===== src/rtl/depp_stream_fifo_if.sv =====
// depp_stream_fifo_if: DEPP register bus plus H2U/U2H byte streams.
// slave = bridge side, master = decoder/user side.
interface depp_stream_fifo_if;
  logic [7:0] reg_addr;
  logic [7:0] reg_wdata;
  logic       reg_wr;
  logic       reg_rd;
  logic [7:0] reg_rdata;
  logic       reg_hit;
  logic [7:0] h2u_data;
  logic       h2u_valid;
  logic       h2u_ready;
  logic [7:0] u2h_data;
  logic       u2h_valid;
  logic       u2h_ready;

  modport slave (
    input  reg_addr, reg_wdata, reg_wr, reg_rd,
    output reg_rdata, reg_hit,
    output h2u_data, h2u_valid,
    input  h2u_ready,
    input  u2h_data, u2h_valid,
    output u2h_ready
  );

  modport master (
    output reg_addr, reg_wdata, reg_wr, reg_rd,
    input  reg_rdata, reg_hit,
    input  h2u_data, h2u_valid,
    output h2u_ready,
    output u2h_data, u2h_valid,
    input  u2h_ready
  );
endinterface


===== src/rtl/depp_stream_fifo.sv =====
// depp_stream_fifo: DEPP register window bridging to two byte FIFOs.
// Ports: clk, rst (sync, active-high), bus (depp_stream_fifo_if.slave).
module depp_stream_fifo #(
  parameter logic [7:0] ADDR_BASE  = 8'h7C,
  parameter int         DEPTH_LOG2 = 4
) (
  input logic               clk,
  input logic               rst,
  depp_stream_fifo_if.slave bus
);
  localparam int CW    = DEPTH_LOG2 + 1;
  localparam int DEPTH = 1 << DEPTH_LOG2;

  typedef logic [DEPTH_LOG2-1:0] ptr_t;
  typedef logic [CW-1:0]         cnt_t;

  localparam cnt_t       FULL_CNT = cnt_t'(DEPTH);
  localparam logic [7:0] A_H2U    = ADDR_BASE;
  localparam logic [7:0] A_U2H    = ADDR_BASE + 8'd1;
  localparam logic [7:0] A_STS    = ADDR_BASE + 8'd2;

  logic [7:0] h_mem_q [DEPTH];
  logic [7:0] u_mem_q [DEPTH];

  ptr_t       h_wptr_q, h_wptr_d, h_rptr_q, h_rptr_d;
  ptr_t       u_wptr_q, u_wptr_d, u_rptr_q, u_rptr_d;
  cnt_t       h_cnt_q, h_cnt_d, u_cnt_q, u_cnt_d;
  logic       ovf_q, ovf_d, udf_q, udf_d;
  logic [7:0] rdata_q, rdata_d;

  logic h_full, h_empty, u_full, u_empty;
  logic wr_h2u, wr_sts, rd_h2u, rd_u2h, rd_sts;
  logic h_push, h_pop, u_push, u_pop;
  logic [31:0] h_cnt_w;
  logic [7:0]  h_cnt_sat;
  logic [7:0]  status;

  assign h_full  = (h_cnt_q == FULL_CNT);
  assign h_empty = (h_cnt_q == '0);
  assign u_full  = (u_cnt_q == FULL_CNT);
  assign u_empty = (u_cnt_q == '0);

  assign wr_h2u = bus.reg_wr && (bus.reg_addr == A_H2U);
  assign wr_sts = bus.reg_wr && (bus.reg_addr == A_STS);
  assign rd_h2u = bus.reg_rd && (bus.reg_addr == A_H2U);
  assign rd_u2h = bus.reg_rd && (bus.reg_addr == A_U2H);
  assign rd_sts = bus.reg_rd && (bus.reg_addr == A_STS);

  // Full/empty are the pre-edge values, so a pop never makes
  // room for a push landing on the same edge.
  assign h_push = wr_h2u && !h_full;
  assign h_pop  = !h_empty && bus.h2u_ready;
  assign u_push = bus.u2h_valid && !u_full;
  assign u_pop  = rd_u2h && !u_empty;

  assign h_cnt_w   = 32'(h_cnt_q);
  assign h_cnt_sat = (h_cnt_w > 32'd255) ? 8'hFF : h_cnt_w[7:0];
  assign status    = {2'b00, udf_q, ovf_q,
                      u_full, u_empty, h_full, h_empty};

  always_comb begin
    h_wptr_d = h_wptr_q + ptr_t'(h_push);
    h_rptr_d = h_rptr_q + ptr_t'(h_pop);
    h_cnt_d  = h_cnt_q + cnt_t'(h_push) - cnt_t'(h_pop);
    u_wptr_d = u_wptr_q + ptr_t'(u_push);
    u_rptr_d = u_rptr_q + ptr_t'(u_pop);
    u_cnt_d  = u_cnt_q + cnt_t'(u_push) - cnt_t'(u_pop);
    // Set events override a same-cycle W1C.
    ovf_d = (wr_h2u && h_full) ||
            (ovf_q && !(wr_sts && bus.reg_wdata[4]));
    udf_d = (rd_u2h && u_empty) ||
            (udf_q && !(wr_sts && bus.reg_wdata[5]));
    rdata_d = rdata_q;
    unique case (1'b1)
      rd_u2h:  rdata_d = u_empty ? 8'h00 : u_mem_q[u_rptr_q];
      rd_sts:  rdata_d = status;
      rd_h2u:  rdata_d = h_cnt_sat;
      default: rdata_d = rdata_q;
    endcase
  end

  always_ff @(posedge clk) begin
    if (rst) begin
      h_wptr_q <= '0;
      h_rptr_q <= '0;
      h_cnt_q  <= '0;
      u_wptr_q <= '0;
      u_rptr_q <= '0;
      u_cnt_q  <= '0;
      ovf_q    <= 1'b0;
      udf_q    <= 1'b0;
      rdata_q  <= 8'h00;
    end else begin
      h_wptr_q <= h_wptr_d;
      h_rptr_q <= h_rptr_d;
      h_cnt_q  <= h_cnt_d;
      u_wptr_q <= u_wptr_d;
      u_rptr_q <= u_rptr_d;
      u_cnt_q  <= u_cnt_d;
      ovf_q    <= ovf_d;
      udf_q    <= udf_d;
      rdata_q  <= rdata_d;
    end
  end

  // Storage needs no reset: zeroed pointers hide stale bytes.
  always_ff @(posedge clk) begin
    if (h_push) h_mem_q[h_wptr_q] <= bus.reg_wdata;
    if (u_push) u_mem_q[u_wptr_q] <= bus.u2h_data;
  end

  assign bus.reg_rdata = rdata_q;
  assign bus.reg_hit   = (bus.reg_addr >= A_H2U) &&
                         (bus.reg_addr <= A_STS);
  assign bus.h2u_data  = h_mem_q[h_rptr_q];
  assign bus.h2u_valid = !h_empty;
  assign bus.u2h_ready = !u_full;
endmodule

===== src/flat_wrapper.sv =====
// flat-port wrapper written by rule: the top's interface ports become plain ports
module depp_stream_fifo_flat 
#(
  parameter logic [7:0] ADDR_BASE  = 8'h7C,
  parameter int         DEPTH_LOG2 = 4
)
  (clk, rst, bus_reg_addr, bus_reg_wdata, bus_reg_wr, bus_reg_rd, bus_reg_rdata, bus_reg_hit, bus_h2u_data, bus_h2u_valid, bus_h2u_ready, bus_u2h_data, bus_u2h_valid, bus_u2h_ready);
  depp_stream_fifo_if bus_i ();
  input logic clk;
  input logic rst;
  input wire logic [$bits(bus_i.reg_addr)-1:0] bus_reg_addr;
  input wire logic [$bits(bus_i.reg_wdata)-1:0] bus_reg_wdata;
  input wire logic [$bits(bus_i.reg_wr)-1:0] bus_reg_wr;
  input wire logic [$bits(bus_i.reg_rd)-1:0] bus_reg_rd;
  output wire logic [$bits(bus_i.reg_rdata)-1:0] bus_reg_rdata;
  output wire logic [$bits(bus_i.reg_hit)-1:0] bus_reg_hit;
  output wire logic [$bits(bus_i.h2u_data)-1:0] bus_h2u_data;
  output wire logic [$bits(bus_i.h2u_valid)-1:0] bus_h2u_valid;
  input wire logic [$bits(bus_i.h2u_ready)-1:0] bus_h2u_ready;
  input wire logic [$bits(bus_i.u2h_data)-1:0] bus_u2h_data;
  input wire logic [$bits(bus_i.u2h_valid)-1:0] bus_u2h_valid;
  output wire logic [$bits(bus_i.u2h_ready)-1:0] bus_u2h_ready;
  assign bus_i.reg_addr = bus_reg_addr;
  assign bus_i.reg_wdata = bus_reg_wdata;
  assign bus_i.reg_wr = bus_reg_wr;
  assign bus_i.reg_rd = bus_reg_rd;
  assign bus_reg_rdata = bus_i.reg_rdata;
  assign bus_reg_hit = bus_i.reg_hit;
  assign bus_h2u_data = bus_i.h2u_data;
  assign bus_h2u_valid = bus_i.h2u_valid;
  assign bus_i.h2u_ready = bus_h2u_ready;
  assign bus_i.u2h_data = bus_u2h_data;
  assign bus_i.u2h_valid = bus_u2h_valid;
  assign bus_u2h_ready = bus_i.u2h_ready;
  depp_stream_fifo #(.ADDR_BASE(ADDR_BASE), .DEPTH_LOG2(DEPTH_LOG2)) u_core (.clk(clk), .rst(rst), .bus(bus_i));
endmodule

===== config.mk =====
export PLATFORM = sky130hd
export DESIGN_NAME = depp_stream_fifo_flat
export DESIGN_NICKNAME = d
export VERILOG_FILES = /design/src/rtl/depp_stream_fifo_if.sv /design/src/rtl/depp_stream_fifo.sv /design/src/flat_wrapper.sv
export SDC_FILE = /design/constraint.sdc
export NUM_CORES = 1
export LEC_CHECK = 0
export CORE_MARGIN = 2
export CORE_UTILIZATION = 35
export CTS_CLUSTER_SIZE = 12
export DETAILED_ROUTE_END_ITERATION = 12
export GPL_TIMING_DRIVEN = 0
export HOLD_SLACK_MARGIN = 0.12
export PLACE_DENSITY_LB_ADDON = 0.12
export SYNTH_ARGS = -nofsm -noshare
export SYNTH_HDL_FRONTEND = slang
export SYNTH_SLANG_ARGS = --single-unit

===== constraint.sdc =====
create_clock -name clk -period 4.7 [get_ports clk]
set_input_delay 0.94 -clock clk [delete_from_list [all_inputs] [get_ports clk]]
set_output_delay 0.94 -clock clk [all_outputs]
set_load 0.005 [all_outputs]

== After elaboration in Yosys (flattened, before gate mapping) ==
Memory sizes are Yosys's and may differ from the RTL's. A register that Yosys moved wholly into a read port is not among the register bits.
Cells that the tools add are included.
Word-level totals
  output and inout port bits: 19
  logic and storage cells: 63
  memories: 2
  memory bits (writable): 256
  bits in registers: 36
Cells by class
  equality and inequality tests: 5
  reduce and logical (&&, ||, !) cells: 27
  multiplexer cells: 9
  add/subtract/negate cells: 8
  magnitude comparators: 3
Memories
  u_core.h_mem_q: depth 16, width 8, rd ports 1, clocked after Yosys merged registers in 1, write ports 1, line depp_stream_fifo.sv:22  | logic [7:0] h_mem_q [DEPTH];
  u_core.u_mem_q: depth 16, width 8, rd ports 1, clocked after Yosys merged registers in 1, write ports 1, line depp_stream_fifo.sv:23  | logic [7:0] u_mem_q [DEPTH];
Operators with widths (count)
  $eq A8 B7 Y1 const B: 3
  $pmux W8 S3: 1
  $add A4 B1 Y4: 4
  $logic_and A1 B1 Y1: 16
  $mux W8: 2
  $add A5 B1 Y5: 2
  $eq A5 B5 Y1 const B: 2
  $logic_not A5 Y1: 2
  $sub A5 B1 Y5: 2
  $ge A8 B7 Y1 const B: 1
  $gt A5 B8 Y1 const B: 1
  $le A8 B7 Y1 const B: 1
  $mux W4: 2
  $logic_not A1 Y1: 6
  $mux W1: 4
  $reduce_bool A3 Y1: 1
  $logic_or A1 B1 Y1: 2

== Logic depth before layout (Yosys ltp) ==
Gate-level depths: netlist of run 1.
  depth after elaboration: 6
  mapped depth: 13
  mapped depth without buffers: 13

== Worst setup path before layout of run 1 ==
Ideal clock, no wire load.
  kind: input to register
  from: in bus_reg_addr[0]
  to: reg u_core.u_cnt_q[4]
  setup slack: 1683 ps
  arrival time: 2886 ps
  path buffers: 1
  data required time: 4569 ps
  stages on the path: 13
  cells stage by stage: clkbuf_1 > nor2b_1 > nand4_1 > nor2_1 > ha_1 > inv_1 > ha_1 > inv_1 > fa_1 > nor2b_1 > o21bai_1 > a21oi_1 > nor3b_1
On the way
  cells in the longest elaborated chain, start to end: 4
Ends and longest elaborated chain
  from (decl): line flat_wrapper.sv:11  | input wire logic [$bits(bus_i.reg_addr)-1:0] bus_reg_addr;
  $eq A8 B7 Y1: line depp_stream_fifo.sv:46  | assign rd_u2h = bus.reg_rd && (bus.reg_addr == A_U2H);
  $logic_and A1 B1 Y1: line depp_stream_fifo.sv:46
  $logic_and A1 B1 Y1: line depp_stream_fifo.sv:54  | assign u_pop = rd_u2h && !u_empty;
  $sub A5 B1 Y5: line depp_stream_fifo.sv:67  | u_cnt_d = u_cnt_q + cnt_t'(u_push) - cnt_t'(u_pop);
  to (signal assigned): line depp_stream_fifo.sv:99  | u_cnt_q <= u_cnt_d;
  to (decl): line depp_stream_fifo.sv:27  | cnt_t h_cnt_q, h_cnt_d, u_cnt_q, u_cnt_d;
No other way between the ends.
A chain may end at the register's enable or synchronous reset.

==> results.md, run 1 <==
- Status: finished, final reports clean
- Synth Area in Adders: 0.0223
- Final Wtd Congestion: 0.762
- Slew @ Worst Pin: 1.08 ns
- Max-Cap Viols: 0
- Fin cells: 1185
- HP Class: reg -> reg
- Metal-1 WL: 11.2 mm
- Crit-path cells: clkbuf_1, clkbuf_1, mux4_2, mux4_2, clkdlybuf4s50_1
- RSZ-0062 raised after global routing: false
- Synth area leaders: edfxtp_1 65%, mux4_2 11%, dfxtp_1 6.0%
- Pint: approximately 4.8 mW
- Fmax: 235 MHz
- Pwr per Cell Area: roughly 450 nW/um2
- Die width: 189 um
- Post-CTS setup buffer count: 0
- Critical path required time: roughly 3.8 ns
- Mapped Nets: 686
- Yosys top cell area share: 0.645
- VDD IR-drop max: 0.263 mV
- IO Pins: 49
- Slew headroom: 0.277
- Synth Cell Area: ~12000 um2
- Crit-path slowest cell: clkbuf_1
- Slowest stage delay, CP: 0.69 ns
- Die extent in y: ~190 um
- Buffers plus inverters on the worst setup path: 3
- Via count: 5886
- CP Class: reg -> out
- Vias in the first global route: approximately 6400
- Final Hold Viols: 0
- Comb pwr share: 0.151
- Mux share of post-synthesis cell area: 0.157
- Layout area overhead: 17.2%
- CTS Root Cell: clkbuf_16
- CTS tree: done
- Post-synth EDFFs: between 200 and 300
- Leak: 4.47 nW
- Synth async-reset ratio: 0
- Max-slew violations: 0
- Metal2 WL: 13.2 mm
- Starting Density: 0.355
- Hpwl dp: 17.3 mm
- Compound-cell area share of the yosys netlist: 0.0232
- 1st-pass router iterations: 4
- Total placed cells including tap cells: approximately 1100
- DRT iter0 DRCs: 352
- Total congestion overflow: 0
- Synth cell types: 53
- Routed wire length per instance: 21.7 um
- PortBufs: 47
- Syn Inst Count: 636
- Synth warn: 0
- Main combinational cell family by area after synthesis: multiplexers
- Sum Neg Setup Slack: 0 ns
- CP startpoint kind: flop
- Post-CTS Hold Buffers: 0
- Clock transition at the registers of the reported paths: 0.06 ns
- Ant. Diodes: 0
- Min Tclk post-route: 4.26 ns
- Top Family by Delay on Critical Path: buffers and inverters
- Synth area leader: edfxtp_1
- Pin count of the biggest net entering global routing: 18
- DRC Markers: 0
- Cell Rows: 67
- Clock Sinks: between 200 and 300
- XOR/XNOR share of the synthesized area: 0.00956
- Clock buffer depth: 3
- Routed met3 length: 774 um
- Post-Synth Simple-Gate Area: 0.0594
- Seq/Total Area, Yosys: 0.706
- Post-CTS Resized: 0
- Switching part of the total power: 0.234
- DRT Wirelength: 25.7 mm
- Setup-failing EPs final: 0
- Antenna viol nets, final: 0
- Mean area per synthesized cell: around 19 um2
- PnR Total Power: 6.24 mW
- Initial antenna violation count: 0
- Flop pwr share: 0.472
- NetSw: 1.46 mW
- Vias per cell: 4.97
- Final Cycle Share: 0.907
- Setup Skew: 0.0107 ns
- Clock Latency Late Sink: between 0.5 and 0.6 ns
- Fraction of layout instances using a drive strength above 1: 0.175
- Num CTS Buffers: 31
- First-pass GRT wire length: 39.2 mm
- Dominant synthesized flop cell: edfxtp_1
- Highest routed metal layer: met4
- CP Capture Type: output port
- Total GRT Usage: 0.148
- Clk pwr share: 0.377
- Clock H-tree levels: 1
- DIE AREA: between 30000 and 40000 um2
- Yosys reg bits: roughly 290
- Core area: 33500 um2
- Max FO, Critical Path: 10
- Final #Nets: around 770
- Arr. time, crit path: 3.32 ns
-- metrics by stage --
stage	setup WS [ns]	utilization	instance area [um2]	hold slack [ns]
floorplan	1.68	-	11900	0.451
global placement	0.557	0.386	12900	0.473
detailed placement	0.580	0.387	13000	0.483
CTS	0.360	0.416	14000	0.492
global route	0.269	0.416	14000	0.535
finish	0.437	0.416	14000	0.488
-- worst paths after layout --
kind	start	to	slack, ns	cells past startpoint
setup / recovery	u_core.h_rptr_q[1]	bus_h2u_data[6]	0.44	5
hold / removal	u_core.udf_q	u_core.udf_q	0.49	2
setup reg to reg	u_core.u_cnt_q[2]	u_core.u_mem_q[0][1]	1.78	6
hold reg to reg	u_core.udf_q	u_core.udf_q	0.49	2
-- layout make-up --
cell class / count / area (um2)
Fill cell: 3020 / 19600
Sequential cell: 292 / 8410
Multi-Input combinational cell: 293 / 3270
Clock buffer: 44 / 855
Tap cell: 448 / 561
Timing Repair Buffer: 47 / 470
Buffer: 30 / 194
Clock inverter: 10 / 123
Inverter: 21 / 78.8
-- sequential cells by signal, indices dropped and copies added, names as in the netlist --
signal	cells
u_core.bus.reg_rdata	8
u_core.h_cnt_q	5
u_core.h_mem_q	128
u_core.h_rptr_q	4
u_core.h_wptr_q	4
u_core.ovf_q	1
u_core.u_cnt_q	5
u_core.u_mem_q	128
u_core.u_rptr_q	4
u_core.u_wptr_q	4
u_core.udf_q	1
-- power groups by stage --
| stage | Combinational [mW] | Clock (mW) | Sequential [mW] |
|---|---|---|---|
| after floorplan | 0.641 | 0 | 2.98 |
| after global placement | 0.934 | 0 | 2.99 |
| after detailed placement | 0.959 | 0 | 3.00 |
| after CTS | 0.966 | 2.41 | 2.95 |
| after global routing | 1.05 | 2.50 | 2.96 |
| final | 0.944 | 2.35 | 2.95 |
-- cell usage in the layout (no fill, tap or decap), drive strengths merged, types with 3 or more instances in the layout --
cell type      Yosys  final
mux4              72     72
xor2               6      6
clkbuf            13     57
a21oi              6      6
clkdlybuf4s50      0     47
nor3b              4      4
o21ai              4      4
clkinv             0      7
ha                18     18
a21o               4      4
bufinv             0      3
buf               17     17
o21bai             4      4
edfxtp           256    256
nand2             10     10
nor2              45     45
mux2               6      6
nor2b             21     21
nand3              9      9
o211a              4      4
a211oi             7      7
mux2i             12     12
nand2b             6      6
nor3              12     12
inv               21     21
or2                3      3
dfxtp             36     36
xnor2              7      7
nand4              8      8
o22ai              3      3
-- worst min-delay path, cell delays in order (launching register included) --
cell and delay (ns):
dfxtp_1 0.31, o21ai_1 0.07, a21oi_1 0.06
-- routing by layer --
metal / global-route usage / vias to the layer above
met3: 0.0205 / 36
met4: 0.0334 / 0
met5: 0 / -
met2: 0.265 / 95
met1: 0.190 / 3037
li1: - / 2718
-- cells in the mapped netlist, types with 3 or more instances --
master,count
buf_1,5
o211a_1,3
o21bai_1,4
inv_1,20
xor2_1,6
mux4_1,16
o22ai_1,3
buf_2,3
mux4_2,56
nor2_1,45
a211oi_1,7
edfxtp_1,256
mux2i_1,12
buf_4,3
nand2_1,10
nor2b_1,21
nand3_1,9
xnor2_1,7
a21o_1,4
nand4_1,8
nor3b_1,4
a21oi_1,6
nand2b_1,6
mux2_2,6
buf_6,4
nor3_1,12
ha_1,18
dfxtp_1,36
clkbuf_1,12
-- cells by family after synthesis --
logic type,Yosys count
XOR/XNOR,13
multiplexers,90
AND/OR/NAND/NOR,133
buffers and inverters,51
adder cells (fa/ha/maj),20
AO/OA/AOI/OAI,37
flip-flops,292
No activity file was read; power rests on OpenSTA's default activity.
==> run 2, diff against run 1 <==
SETUP_SLACK_MARGIN = 0.5   (was unset)
==> results.md, run 2 (synthesized netlist as in run 1, its figures left out) <==
- CP Class: reg -> out
- Met3 Use GR: 0.0205
- Hpwl dp: 17.3 mm
- Layout area overhead: 17.2%
- Num CTS Buffers: 31
- Sum Neg Setup Slack: 0 ns
- Cell mode on critical path: mux4_2
- Vias per cell: just under 5
- Util after Layout: 0.416
- DRT iter0 DRCs: 333
- Top Family by Delay on Critical Path: buffers and inverters
- Commonest non-fill, non-tap cells in the layout: 256 x edfxtp_1, 56 x mux4_2, 47 x clkdlybuf4s50_1, 45 x nor2_1, 36 x dfxtp_1
- Ant. Diodes: 0
- Pwr per Cell Area: 447 nW/um2
- Busiest grt layer: met2
- Post-route cell area: 14000 um2
- HP Class: reg -> reg
- Critical path required time: 3.76 ns
- PortBufs: 47
- Initial antenna violation count: 0
- IO Pins: 49
- Setup Skew: roughly 0.01 ns
- Final Hold Viols: 0
- Vias in the first global route: between 6000 and 7000
- Starting Density: 0.355
- Status: finished, final reports clean
- CP startpoint kind: flop
- Leak: 4.48 nW
- CTS tree: done
- Die extent in y: 189 um
- Setup-failing EPs final: 0
- Crit-path cells: clkbuf_1, clkbuf_2, mux4_2, mux4_2, clkdlybuf4s50_1
- Buffers plus inverters on the worst setup path: 3
- Worst Setup SP: u_core.h_rptr_q[1]
- Total GRT Usage: 0.148
- Crit-path slowest cell: mux4_2
- Total placed cells including tap cells: 1131
- Fin cells: 1185
- Final #Nets: 766
- Cell Rows: 67
- GR Layer Usage met2: 0.265
- Slowest stage delay, CP: 0.49 ns
- 1st-pass router iterations: 4
- Worst r2r src: u_core.u_cnt_q[2]
- Pin count of the biggest net entering global routing: 18
- DIE AREA: 35500 um2
- DRT Wirelength: 25.7 mm
- Min Tclk post-route: 3.98 ns
- RSZ-0062 raised after global routing: false
- Clock H-tree levels: 1
- Routed wire length per instance: approximately 22 um
- Clock transition at the registers of the reported paths: 0.06 ns
- Clock Latency Late Sink: 0.55 ns
- Fmax: 252 MHz
- Arr. time, crit path: 3.04 ns
- Met1 Use GR: 0.190
- Die width: 189 um
- HP Start: u_core.udf_q
- Post-Place Cell Area: 13000 um2
- Post-CTS Hold Buffers: 0
- Core area: ~34000 um2
- PnR Total Power: 6.24 mW
- Clock buffer depth: 3
- Max-slew violations: 0
- Via count: about 6000
- Final Wtd Congestion: 0.762
- Max-Cap Viols: 0
- Fraction of layout instances using a drive strength above 1: 0.179
- Clock Sinks: between 200 and 300
- Commonest non-fill, non-tap cell in the layout: edfxtp_1
- First-pass GRT wire length: 39.2 mm
- Antenna viol nets, final: 0
- CP Capture Type: output port
- CTS Root Cell: clkbuf_16
- Total congestion overflow: 0
- Slew @ Worst Pin: between 1 and 1.5 ns
- Slew headroom: 0.303
- DRC Markers: 0
- VDD IR-drop max: 0.262 mV
- Max FO, Critical Path: 10
- Final Cycle Share: 0.846
run 2: power by group:
part / internal (mW) / switching [mW] / total (mW)
combinational: 0.472 / 0.473 / 0.945
sequential: 2.90 / 0.0495 / 2.95
clock: 1.41 / 0.937 / 2.35
run 2: area by class of cell:
class / instances / area [um2]
multi-input combinational: 293 / 3270
sequential: 292 / 8410
timing repair buffer: 47 / 470
clock buffer: 44 / 855
fill: 3017 / 19600
tap: 448 / 561
buffer: 30 / 198
inverter: 21 / 78.8
clock inverter: 10 / 123
run 2: timing repair:
| action | 4_1_cts | 5_1_grt |
|---|---|---|
| resized for setup | 3 | 0 |
| buffers inserted | 0 | 0 |
| endpoints found under the setup margin | 8 | 0 |
run 2: worst reg2reg max path: cells and delay by family (launching register included):
| family | cells | cell delay (ns) |
|---|---|---|
| DFF | 1 | 0.34 |
| adders and majority gates | 1 | 0.23 |
| and+or+nand+nor | 4 | 1.90 |
| buffers and inverters | 1 | 0.07 |
run 2: through the flow:
| stage | hold WS, ns | setup slack [ns] |
|---|---|---|
| floorplan | 0.451 | 1.68 |
| global placement | 0.473 | 0.557 |
| detailed placement | 0.483 | 0.580 |
| CTS | 0.492 | 0.652 |
| global route | 0.535 | 0.574 |
| finish | 0.488 | 0.725 |
run 2: worst paths after layout:
check	end	slack, ns	depth (start not counted)
min reg2reg	u_core.udf_q	0.49	2
max	bus_h2u_data[6]	0.72	5
min	u_core.udf_q	0.49	2
max reg2reg	u_core.u_mem_q[0][1]	1.79	6
run 2: layer usage:
metal  vias to the layer above  share of wire
li1                       2719              -
met1                      3042           0.44
met2                        93           0.52
met3                        33          0.028
met4                         0          0.017
met5                         -              0
